File: src/rtl/encoder8_to_3_drain.sv
// Sequential 8-to-3 encoder: captures a multi-hot request vector and offers the
// index of each set bit, one per valid/ready handshake, then pulses done.
module encoder8_to_3_drain #(
  parameter bit PRIORITY_HIGH = 1'b0
) (
  input  logic       clk,
  input  logic       rst_n,
  input  logic       en,
  input  logic       load,
  input  logic [7:0] in,
  output logic [2:0] out,
  output logic       valid,
  input  logic       ready,
  output logic       last,
  output logic       busy,
  output logic       done
);

  typedef enum logic {IDLE, DRAIN} state_t;

  state_t     state;
  logic [7:0] pending;
  logic [2:0] sel;
  logic       single;
  logic       fire;

  function automatic logic [2:0] lowest_idx(input logic [7:0] v);
    logic [2:0] idx;
    idx = 3'd0;
    for (int i = 7; i >= 0; i--) begin
      if (v[i]) idx = 3'(i);
    end
    return idx;
  endfunction

  function automatic logic [2:0] highest_idx(input logic [7:0] v);
    logic [2:0] idx;
    idx = 3'd0;
    for (int i = 0; i < 8; i++) begin
      if (v[i]) idx = 3'(i);
    end
    return idx;
  endfunction

  function automatic logic one_bit(input logic [7:0] v);
    return (v != 8'd0) && ((v & (v - 8'd1)) == 8'd0);
  endfunction

  assign sel    = PRIORITY_HIGH ? highest_idx(pending) : lowest_idx(pending);
  assign single = one_bit(pending);

  // Outputs decode registered state; only valid also sees en, so draining pauses instantly.
  assign busy  = (state == DRAIN);
  assign valid = busy && en;
  assign out   = valid ? sel : 3'd0;
  assign last  = valid && single;
  assign fire  = valid && ready;

  always_ff @(posedge clk or negedge rst_n) begin
    if (!rst_n) begin
      state   <= IDLE;
      pending <= 8'd0;
      done    <= 1'b0;
    end else begin
      done <= 1'b0;
      case (state)
        IDLE: begin
          if (load && en) begin
            pending <= in;
            if (in != 8'd0) state <= DRAIN;
            else            done  <= 1'b1;
          end
        end
        DRAIN: begin
          if (fire) begin
            pending <= pending & ~(8'd1 << sel);
            if (single) begin
              state <= IDLE;
              done  <= 1'b1;
            end
          end
        end
        default: state <= IDLE;
      endcase
    end
  end

endmodule

File: config.mk
export PLATFORM = sky130hd
export DESIGN_NAME = encoder8_to_3_drain
export DESIGN_NICKNAME = d
export VERILOG_FILES = /design/src/rtl/encoder8_to_3_drain.sv
export SDC_FILE = /design/constraint.sdc
export NUM_CORES = 1
export LEC_CHECK = 0
export ABC_CLOCK_PERIOD_IN_PS = 2200
export CAP_MARGIN = 20
export CORE_MARGIN = 2
export CORE_UTILIZATION = 40
export CTS_CLUSTER_SIZE = 20
export DETAILED_ROUTE_END_ITERATION = 10
export PLACE_DENSITY = 0.7
export SYNTH_ARGS = -nofsm -noshare
export SYNTH_HDL_FRONTEND = slang
export SYNTH_SLANG_ARGS = --single-unit
File: constraint.sdc
create_clock -name clk -period 2.2 [get_ports clk]
set_input_delay 0.44 -clock clk [delete_from_list [all_inputs] [get_ports clk]]
set_output_delay 0.44 -clock clk [all_outputs]
set_load 0.02 [all_outputs]
==> results.sh, run 1 <==
export IMPL_run_status="finished with violations"
export IMPL_violated_checks="setup timing"
export IMPL_clock_fmax_ghz=0.451
export IMPL_placement_cell_area_um2=1030
export IMPL_drv_slew=0
export IMPL_critical_path_startpoint_type="flip-flop"
export IMPL_share_of_final_layout_standard_cells_stronger_than_drive_strength_1_pct=31.9
export IMPL_holdWs_ns=0.491
export IMPL_worst_setup_hold_path_clk_slew_ns=0.08
export IMPL_ys_ff_latch=10
export IMPL_areaGrowthSynthToFinish_pct=51.4
export IMPL_critical_path_endpoint_type="output pin"
export IMPL_path_cells="or4_4 -> o31ai_4 -> nand3_2 -> nor2_1 -> buf_4"
export IMPL_fin_area_um2=1080
export IMPL_maxCapViolations=0
export IMPL_worst_endpoint_required_ns=1.76
export IMPL_cpMaxStageDelayCell="or4_4"
export IMPL_clk_insertion_delay_late_ns=0.27
export IMPL_synthesized_area_fraction_occupied_by_ao_oa_aoi_and_oai_cells_pct=28.0
export IMPL_fin_nets=133
export IMPL_synth_top_cell_by_area="dfrtp_1"
export IMPL_yosys_area_top_type_share_pct=35.0
export IMPL_cts_htree_levels=1
export IMPL_rsz_0062_raised_after_global_routing="true"
export IMPL_crit_type="flip-flop to output pin"
export IMPL_global_route_overflow_total=0
export IMPL_worstHoldPathType="input port to async pin"
export IMPL_grt_antenna_before_repair=0
export IMPL_post_place_cells=139
export IMPL_post_synth_xor_area_fraction_pct=1.22
export IMPL_cellPowerDensity_nw_per_um2=1520
export IMPL_arrival_ns=1.78
export IMPL_final_cells=144
export IMPL_syn_cell_area_um2=716
export IMPL_cts_sink_cnt=10
export IMPL_routed_wire_length_per_instance_um=13.1
export IMPL_met1_wl_um=929
export IMPL_post_synth_main_area_contributors="dfrtp_1 (35%), nand2_1 (5.8%), a22o_1 (4.9%), nor2_1 (4.7%), o21ai_0 (3.5%)"
export IMPL_cts_max_path_buffers=2
export IMPL_clock_power_share_pct=10.4
export IMPL_synthMostInstantiatedCell="nand2_1"
export IMPL_synthSimpleGateAreaFrac_pct=25.7
export IMPL_vdd_ir_drop_worst_mv=0.676
export IMPL_cp_max_fo=4
export IMPL_die_area_um2=2140
export IMPL_die_height_um=46.3
export IMPL_synth_top_family_by_area="compound AO/OA/AOI/OAI gates"
export IMPL_max_stage_delay_ns=0.55
export IMPL_drt_pass1_iterations=4
export IMPL_core_region_area_um2=1710
export IMPL_intPower_mw=0.956
export IMPL_synth_ff_type="dfrtp_1"
export IMPL_number_of_warnings_printed_during_yosys_synthesis=0
export IMPL_max_slew_margin_pct=60.0
export IMPL_proportion_of_power_drawn_by_flip_flops_and_latches_pct=19.6
export IMPL_netlist_cell_type_count=36
export IMPL_ios=20
export IMPL_antennaDiodeCount=0
export IMPL_numCtsBuffers=3
export IMPL_setup_violations_final=1
export IMPL_detailroute_via_count=736
export IMPL_detailed_place_hpwl_um=1440
export IMPL_post_route_util_pct=63.4
export IMPL_cts_tree="yes"
export IMPL_period_minus_slack_ns=2.22
export IMPL_met3_wirelength_um=68
export IMPL_ctsRootBufferMaster="clkbuf_4"
export IMPL_number_of_hold_repair_buffers_added_at_the_cts_stage=0
export IMPL_route_antenna_remaining_nets=0
export IMPL_setup_ws_ns=-0.0165
export IMPL_grt_start_max_net_pins=12
export IMPL_drt_total_wl_um=1890
export IMPL_number_of_nets_produced_by_synthesis=94
export IMPL_rows=15
export IMPL_yosys_mux_area_fraction_pct=1.57
export IMPL_final_setup_tns_ns=-0.0165
export IMPL_numPortBuffers=19
export IMPL_via_per_inst=5.11
export IMPL_postSynth_asyncResetShare_pct=100
export IMPL_share_comb_of_total_power_pct=70.0
export IMPL_timing_hold_violations_final=0
export IMPL_synth_adder_area_share_pct=1.40
export IMPL_number_of_synthesized_flops_with_an_enable_pin=0
export IMPL_tightestPinTransition_ns=0.595
export IMPL_synth_commonest_cells="nand2_1 (11), dfrtp_1 (10), nor2_1 (9)"
export IMPL_gp_congestion=0.810
export IMPL_total_leakage_power_nw=0.491
export IMPL_number_of_global_route_vias_before_repair=663
export IMPL_synth_avg_cell_area_um2=8.84
export IMPL_die_w_um=46.3
export IMPL_fin_worst_skew_ns=0.00807
export IMPL_remaining_drc_errors=0
export IMPL_swShare_pct=42.0
export IMPL_drt_initial_drc_count=18
export IMPL_top_layer_used="met4"
export IMPL_sequential_fraction_of_the_synthesis_area_pct=35.0
export IMPL_grt_total_usage_pct=20.3
export IMPL_initial_core_utilization_pct=41.9
export IMPL_totalPowerFinal_mw=1.65
export IMPL_routed_wl_met2_um=873
export IMPL_post_place_ws_ns=-0.336
export IMPL_switching_power_mw=0.692
export IMPL_postSynthCellCount=81
export IMPL_layout_worst_path_cycle_share_pct=101
export IMPL_first_pass_grt_wire_length_um=3040
## final timing paths
check | from | to | slack, ns | depth (start not counted)
worst min-delay path | rst_n | pending[0] | 0.49 | 1
worst max-delay path | pending[0] | last | -0.02 | 5
worst min register to register | pending[7] | pending[7] | 0.64 | 2
worst max register to register | pending[2] | busy | 0.35 | 6
max in group asynchronous | rst_n | done | 1.37 | 1
min in group clk | pending[7] | pending[7] | 0.64 | 2
## kinds of logic after synthesis
group,count (synthesis)
mux,1
flops,10
compound gates,25
xor+xnor,1
buf+inv,7
fa+ha+maj,1
simple gates,36
## final cells by class
| type | instances | area [um^2] |
|---|---|---|
| flip-flops and latches | 10 | 250 |
| repair buffers | 38 | 320 |
| fillers | 156 | 624 |
| clock buffers | 4 | 36.3 |
| well taps | 25 | 31.3 |
| multi-input cells | 64 | 434 |
| inverters | 3 | 11.3 |
## power by group through the flow
stage	combinational (mW)	sequential (mW)	clock [mW]
floorplan	0.597	0.359	0
global placement	1.05	0.323	0
detailed placement	1.07	0.323	0
CTS	1.07	0.320	0.170
global route	1.26	0.335	0.178
finish	1.15	0.323	0.172
## per-layer routing
layer | vias up | global-route usage, %
met3 | 4 | 2.35
met2 | 15 | 30.6
li1 | 374 | -
met1 | 343 | 29.2
met4 | 0 | 8.57
met5 | - | 0
## worst max-delay path: cells and delay by family (launching register included)
| kind | cells | cell delay (ns) |
|---|---|---|
| compound gates | 1 | 0.19 |
| flops | 1 | 0.42 |
| simple gates | 3 | 0.75 |
| buf+inv | 1 | 0.14 |
## cells in the final DEF, fill, tap and decap left out, types with 2 or more instances in the layout
cell	count
clkbuf_4	3
nand2_1	11
o21bai_1	2
nor4_1	2
nand3_1	2
or2_2	2
inv_1	3
or4_1	2
clkbuf_2	2
nor2_1	9
clkdlybuf4s50_1	14
a21o_1	2
dfrtp_1	10
nand2b_1	3
a22o_1	4
o21ai_0	5
buf_4	20
## flip-flops by register name, summed over array words and instances, names as in the netlist
| register | count |
|---|---|
| done | 1 |
| pending | 8 |
| busy | 1 |
## what timing repair did
action                                  4_1_cts  5_1_grt
pin swaps                                     0        3
buffers inserted                              0        1
endpoints found under the setup margin        5        4
gates resized for setup                      13       11
No activity file was read; power rests on OpenSTA's default activity.
==> inputs of run 2 (changes only) <==
Settings changed: CORE_UTILIZATION 40 to 30, PLACE_DENSITY 0.7 to 0.55.
==> run 2 against run 1 <==
The flow now finishes without violations. Final cell count down 1.4%. Clock skew shrank 0.0071 ns. Flip-flop and latch count did not move. Via count down 3.1%. Critical path depth is the same. Maximum frequency is 1.7% higher. Sequential power about the same. Setup slack better by 0.038 ns. Global-route usage is 3.6 points lower. Die area is 30% higher. Clock-buffer cell count unchanged. Register-to-register slack better by 0.08 ns. Critical path type unchanged.
==> results.sh, run 2 (synthesis results as in run 1) <==
export IMPL_largest_register_ff_count=8
export IMPL_layout_worst_path_cycle_share_pct=99.0
export IMPL_cts_max_path_buffers=2
export IMPL_core_region_area_um2=2230
export IMPL_drt_pass1_iterations=3
export IMPL_cts_sink_cnt=10
export IMPL_worst_endpoint_required_ns=1.76
export IMPL_cts_htree_levels=1
export IMPL_worst_r2r_setup_slack_ns=0.43
export IMPL_commonest_non_fill_non_tap_cell_in_the_layout="buf_4"
export IMPL_worst_setup_hold_path_clk_slew_ns=0.07
export IMPL_final_cells=142
export IMPL_clock_power_share_pct=10.7
export IMPL_cp_max_fo=3
export IMPL_drt_total_wl_um=1880
export IMPL_max_flop_register="pending"
export IMPL_grt_start_max_net_pins=12
export IMPL_swShare_pct=42.3
export IMPL_arrival_ns=1.74
export IMPL_crit_type="flip-flop to output pin"
export IMPL_routed_wl_met2_um=916
export IMPL_initial_core_utilization_pct=32.0
export IMPL_postCtsSetupBuffers=0
export IMPL_max_slew_margin_pct=63.3
export IMPL_first_pass_grt_wire_length_um=3320
export IMPL_cpMaxStageDelayCell="or4_4"
export IMPL_switching_power_mw=0.653
export IMPL_timing_hold_violations_final=0
export IMPL_drv_slew=0
export IMPL_clk_insertion_delay_late_ns=0.26
export IMPL_rows=17
export IMPL_detailed_place_hpwl_um=1500
export IMPL_gp_congestion=0.777
export IMPL_post_place_ws_ns=-0.333
export IMPL_reg2regPathDepth=5
export IMPL_cts_tree="yes"
export IMPL_worstHoldPathType="input port to async pin"
export IMPL_number_of_global_route_vias_before_repair=736
export IMPL_critical_path_endpoint_type="output pin"
export IMPL_cellPowerDensity_nw_per_um2=1470
export IMPL_final_setup_tns_ns=0
export IMPL_ctsRootBufferMaster="clkbuf_4"
export IMPL_critical_path_reg2reg_endpoint="busy"
export IMPL_fin_worst_skew_ns=0.000950
export IMPL_intPower_mw=0.891
export IMPL_share_of_final_layout_standard_cells_stronger_than_drive_strength_1_pct=29.8
export IMPL_ios=20
export IMPL_remaining_drc_errors=0
export IMPL_route_antenna_remaining_nets=0
export IMPL_areaGrowthSynthToFinish_pct=46.9
export IMPL_routed_wire_length_per_instance_um=13.2
export IMPL_met1_wl_um=907
export IMPL_total_leakage_power_nw=0.462
export IMPL_grt_antenna_before_repair=0
export IMPL_post_place_cells=138
export IMPL_setup_ws_ns=0.0211
export IMPL_path_delay_family="simple AND/OR/NAND/NOR gates"
export IMPL_clock_fmax_ghz=0.459
export IMPL_share_comb_of_total_power_pct=68.5
export IMPL_numPortBuffers=19
export IMPL_met3_wirelength_um=43
export IMPL_top_layer_used="met4"
export IMPL_fin_nets=128
export IMPL_die_height_um=52.8
export IMPL_die_area_um2=2790
export IMPL_grt_total_usage_pct=16.7
export IMPL_rsz_0062_raised_after_global_routing="true"
export IMPL_drt_initial_drc_count=5
export IMPL_most_used_cells_in_the_layout_excluding_fill_and_tap_cells="buf_4 (16), clkdlybuf4s50_1 (14), nand2_1 (11)"
export IMPL_max_stage_delay_ns=0.54
export IMPL_numCtsBuffers=3
export IMPL_setup_violations_final=0
export IMPL_cp_buffers_inverters=1
export IMPL_period_minus_slack_ns=2.18
export IMPL_critical_path_startpoint_type="flip-flop"
export IMPL_detailroute_via_count=713
export IMPL_r2r_start="pending[0]"
export IMPL_antennaDiodeCount=0
export IMPL_vdd_ir_drop_worst_mv=0.836
export IMPL_path_cells="or4_4 -> o31ai_4 -> nand3_2 -> nor2_1 -> buf_4"
export IMPL_proportion_of_power_drawn_by_flip_flops_and_latches_pct=20.8
export IMPL_via_per_inst=5.02
export IMPL_die_w_um=52.8
export IMPL_maxCapViolations=0
export IMPL_global_route_overflow_total=0
export IMPL_run_status="completed"
export IMPL_tightestPinTransition_ns=0.548
-- run 2: cell count changes in the layout (fill, tap and decap cells not counted), sizes merged --
cell and change:
buf -5, clkbuf -1, clkdlybuf4s15 +1
-- run 2: how the worst max path moves through the flow --
stage | start | to | depth (start not counted)
2_1_floorplan | busy | out[1] | 3
3_3_place_gp | en | out[1] | 4
3_5_place_dp | en | out[1] | 4
4_1_cts | pending[3] | last | 5
5_1_grt | pending[0] | last | 5
6_report | pending[0] | last | 5
-- run 2: repair_timing --
action | in CTS | in global routing
resized for setup | 20 | 3
pin swaps | 1 | 1
setup endpoints to repair | 5 | 4
gates cloned | 0 | 0
hold buffers | 0 | 0
endpoints found under the hold margin | 0 | 0
-- run 2: metrics by stage --
| stage | hold WS [ns] | total power [mW] | utilization (%) | instance area, um^2 |
|---|---|---|---|---|
| finish | 0.507 | 1.54 | 47.1 | 1050 |
| global route | 0.533 | 1.68 | 47.1 | 1050 |
| CTS | 0.515 | 1.54 | 46.9 | 1050 |
| detailed placement | 0.573 | 1.36 | 45.1 | 1010 |
| global placement | 0.577 | 1.35 | 45.1 | 1010 |
| floorplan | 0.144 | 0.955 | - | 717 |
-- run 2: power by group through the flow --
| stage | clock network, mW | registers [mW] | logic (mW) |
|---|---|---|---|
| floorplan | 0 | 0.359 | 0.597 |
| global placement | 0 | 0.326 | 1.02 |
| detailed placement | 0 | 0.325 | 1.03 |
| CTS | 0.168 | 0.323 | 1.05 |
| global route | 0.179 | 0.335 | 1.17 |
| finish | 0.165 | 0.322 | 1.06 |
-- run 2: area by class of cell --
type                    instances  area (um^2)
clock buffers                   4         36.3
flip-flops and latches         10          250
fillers                       237         1180
multi-input cells              64          433
inverters                       3         11.3
repair buffers                 33          285
well taps                      28         35.0
-- run 2: metal layers --
metal | vias up | global-route usage [%]
li1 | 359 | -
met4 | 0 | 6.41
met1 | 343 | 23.7
met2 | 9 | 25.8
met3 | 2 | 1.71
met5 | - | 0
==> RTL change, RTL diff (config.mk and constraints of run 1) <==
The parameter `PRIORITY_HIGH` goes from 1'b0 to 1'b1.
--- a/src/rtl/encoder8_to_3_drain.sv
+++ b/src/rtl/encoder8_to_3_drain.sv
@@ -2,5 +2,5 @@
 // index of each set bit, one per valid/ready handshake, then pulses done.
 module encoder8_to_3_drain #(
-  parameter bit PRIORITY_HIGH = 1'b0
+  parameter bit PRIORITY_HIGH = 1'b1
 ) (
   input  logic       clk,
Function: changed (a bounded check fails within 4 cycles, from zero or initial values and one cycle with rst_n low).
==> RTL change against run 1 <==
The run still ends with setup timing left. Synthesized area shrank 0.87%. Power shrank 18%. Global-route usage grew 0.63 points. Wire length grew 0.42%. First-iteration DRC count grew 100%. Design area shrank 2.1%. Via count grew 4.8%. Hold slack lost 8.1 ps. Worst setup slack lost 250 ps. Sequential share of layout area grew 0.49 points. Combinational power shrank 18%. Sequential cell count is the same. Critical path type unchanged.
==> RTL change: results (changes against run 1) <==
Status
  – Status: complete, but fails checks (unchanged)
  – Violated checks: setup timing (unchanged)

Power and ir drop
  – VDD IR max: 0.714 mV (was 0.676 mV)

Place
  – Placed insts: 126 (was 139)
  – Dpl hpwl: 1500 um (was 1440 um)

Logic synthesis
  – Seq/Total Area, Yosys: 35.3% (was 35.0%)
  – Adder-cell share of the synthesized area: 0% (was 1.40%)
  – Total nets after synthesis: 91 (was 94)
  – Post-Synth XOR/XNOR Area: 1.23% (was 1.22%)
  – Multiplexer share of the synthesized area: 1.59% (was 1.57%)
  – Top post-synthesis cells by count: dfrtp_1 (10), o21ai_0 (9), nand2_1 (8), nor2_1 (5) (was nand2_1 (11), dfrtp_1 (10), nor2_1 (9), o21ai_0 (5), a22o_1 (4))
  – Syn Inst Count: 78 (was 81)

GRT
  – Met3 usage: 1.18% (was 2.35%)
  – Global Route Usage Sum: 21.0% (was 20.3%)
  – GR Util met2: 31.1% (was 30.6%)
  – Largest net degree at the start of global routing: 14 (was 12)

Routing
  – Met2 WL: 915 um (was 873 um)
  – Vias/cell: 5.98 (was 5.11)
  – Met1 Routed Length: 837 um (was 929 um)
  – Vias: 771 (was 736)
  – DRT iter0 DRCs: 36 (was 18)

Cells and area
  – # fillers: 144 (was 156)
  – Share of layout cells above drive strength 1: 25.9% (was 31.9%)

Timing
  – Fin worst setup slack: -268 ps (was -16.5 ps)
  – Final setup fails: 1 (unchanged)
  – Layout Skew: 4.12 ps (was 8.07 ps)
  – Worst Max-Slew Pin Slew: 439 ps (was 595 ps)

Setup path
  – Max FO, Critical Path: 3 (was 4)
  – CP arrival: 2030 ps (was 1780 ps)
  – FF-to-FF setup slack: 270 ps (was 350 ps)
  – Worst R2R Start: pending[3]$_DFFE_PN0P_ (was pending[2]$_DFFE_PN0P_)
  – Reg2reg end: done$_DFF_PN0_ (was busy$_DFF_PN0_)
  – Largest stage delay, worst path: 580 ps (was 550 ps)

Clock network
  – Clock slew at reported path FFs: 60 ps (was 80 ps)
==> RTL change: cell types whose count changed in the layout (fill, tap and decap cells not counted), moves of 3 or more <==
cell	before	now
a22oi_1	0	3
o21ai_0	5	9
a21oi_1	1	4
nor2_1	9	5
nand2_1	11	8
buf_4	20	17
nor3_1	0	4
==> RTL change: how the worst max path moves through the flow <==
stage | to | slack, ps | cells after the start
global placement | last | -420 | 5
detailed placement | last | -490 | 5
floorplan | last | -1 | 5
CTS | last | -300 | 5
finish | last | -270 | 5
global route | last | -340 | 5
==> RTL change: stage by stage <==
step | TNS [ps] | hold slack (ps) | area (sq um) | setup WS, ps | power [uW]
2_1_floorplan | -0.991 | 144 | 722 | -0.991 | 866
3_3_place_gp | -795 | 635 | 1050 | -421 | 1230
3_5_place_dp | -969 | 647 | 1050 | -491 | 1250
4_1_cts | -296 | 501 | 1060 | -296 | 1350
5_1_grt | -335 | 508 | 1060 | -335 | 1470
6_report | -268 | 483 | 1060 | -268 | 1350
==> RTL change: timing repair <==
action,in CTS,in global routing
hold buffers,0,0
gates resized for setup,10,3
gates cloned,0,0
endpoints found under the setup margin,5,2
pin swaps,0,1
==> RTL change: final cells by class <==
cell class                      count  share of cell area [%]
Multi-Input combinational cell     60                    40.4
Clock buffer                        3                    2.12
Inverter                            2                   0.708
Tap cell                           17                    2.00
Timing Repair Buffer               37                    31.1
Sequential cell                    10                    23.6
==> RTL change: worst reg2reg max path, cell delays in order, from the launching register on <==
cell	delay (ps)
dfrtp_1	370
or4_4	580
a2111oi_4	320
nor3_2	120
nor3b_4	220
buf_4	150
a22o_1	120
==> RTL change: report_power, final <==
group          internal, uW  leakage [uW]  switching (uW)
clock network          63.1     0.0000138            59.3
logic                   455      0.000342             483
registers               251      0.000121            39.1
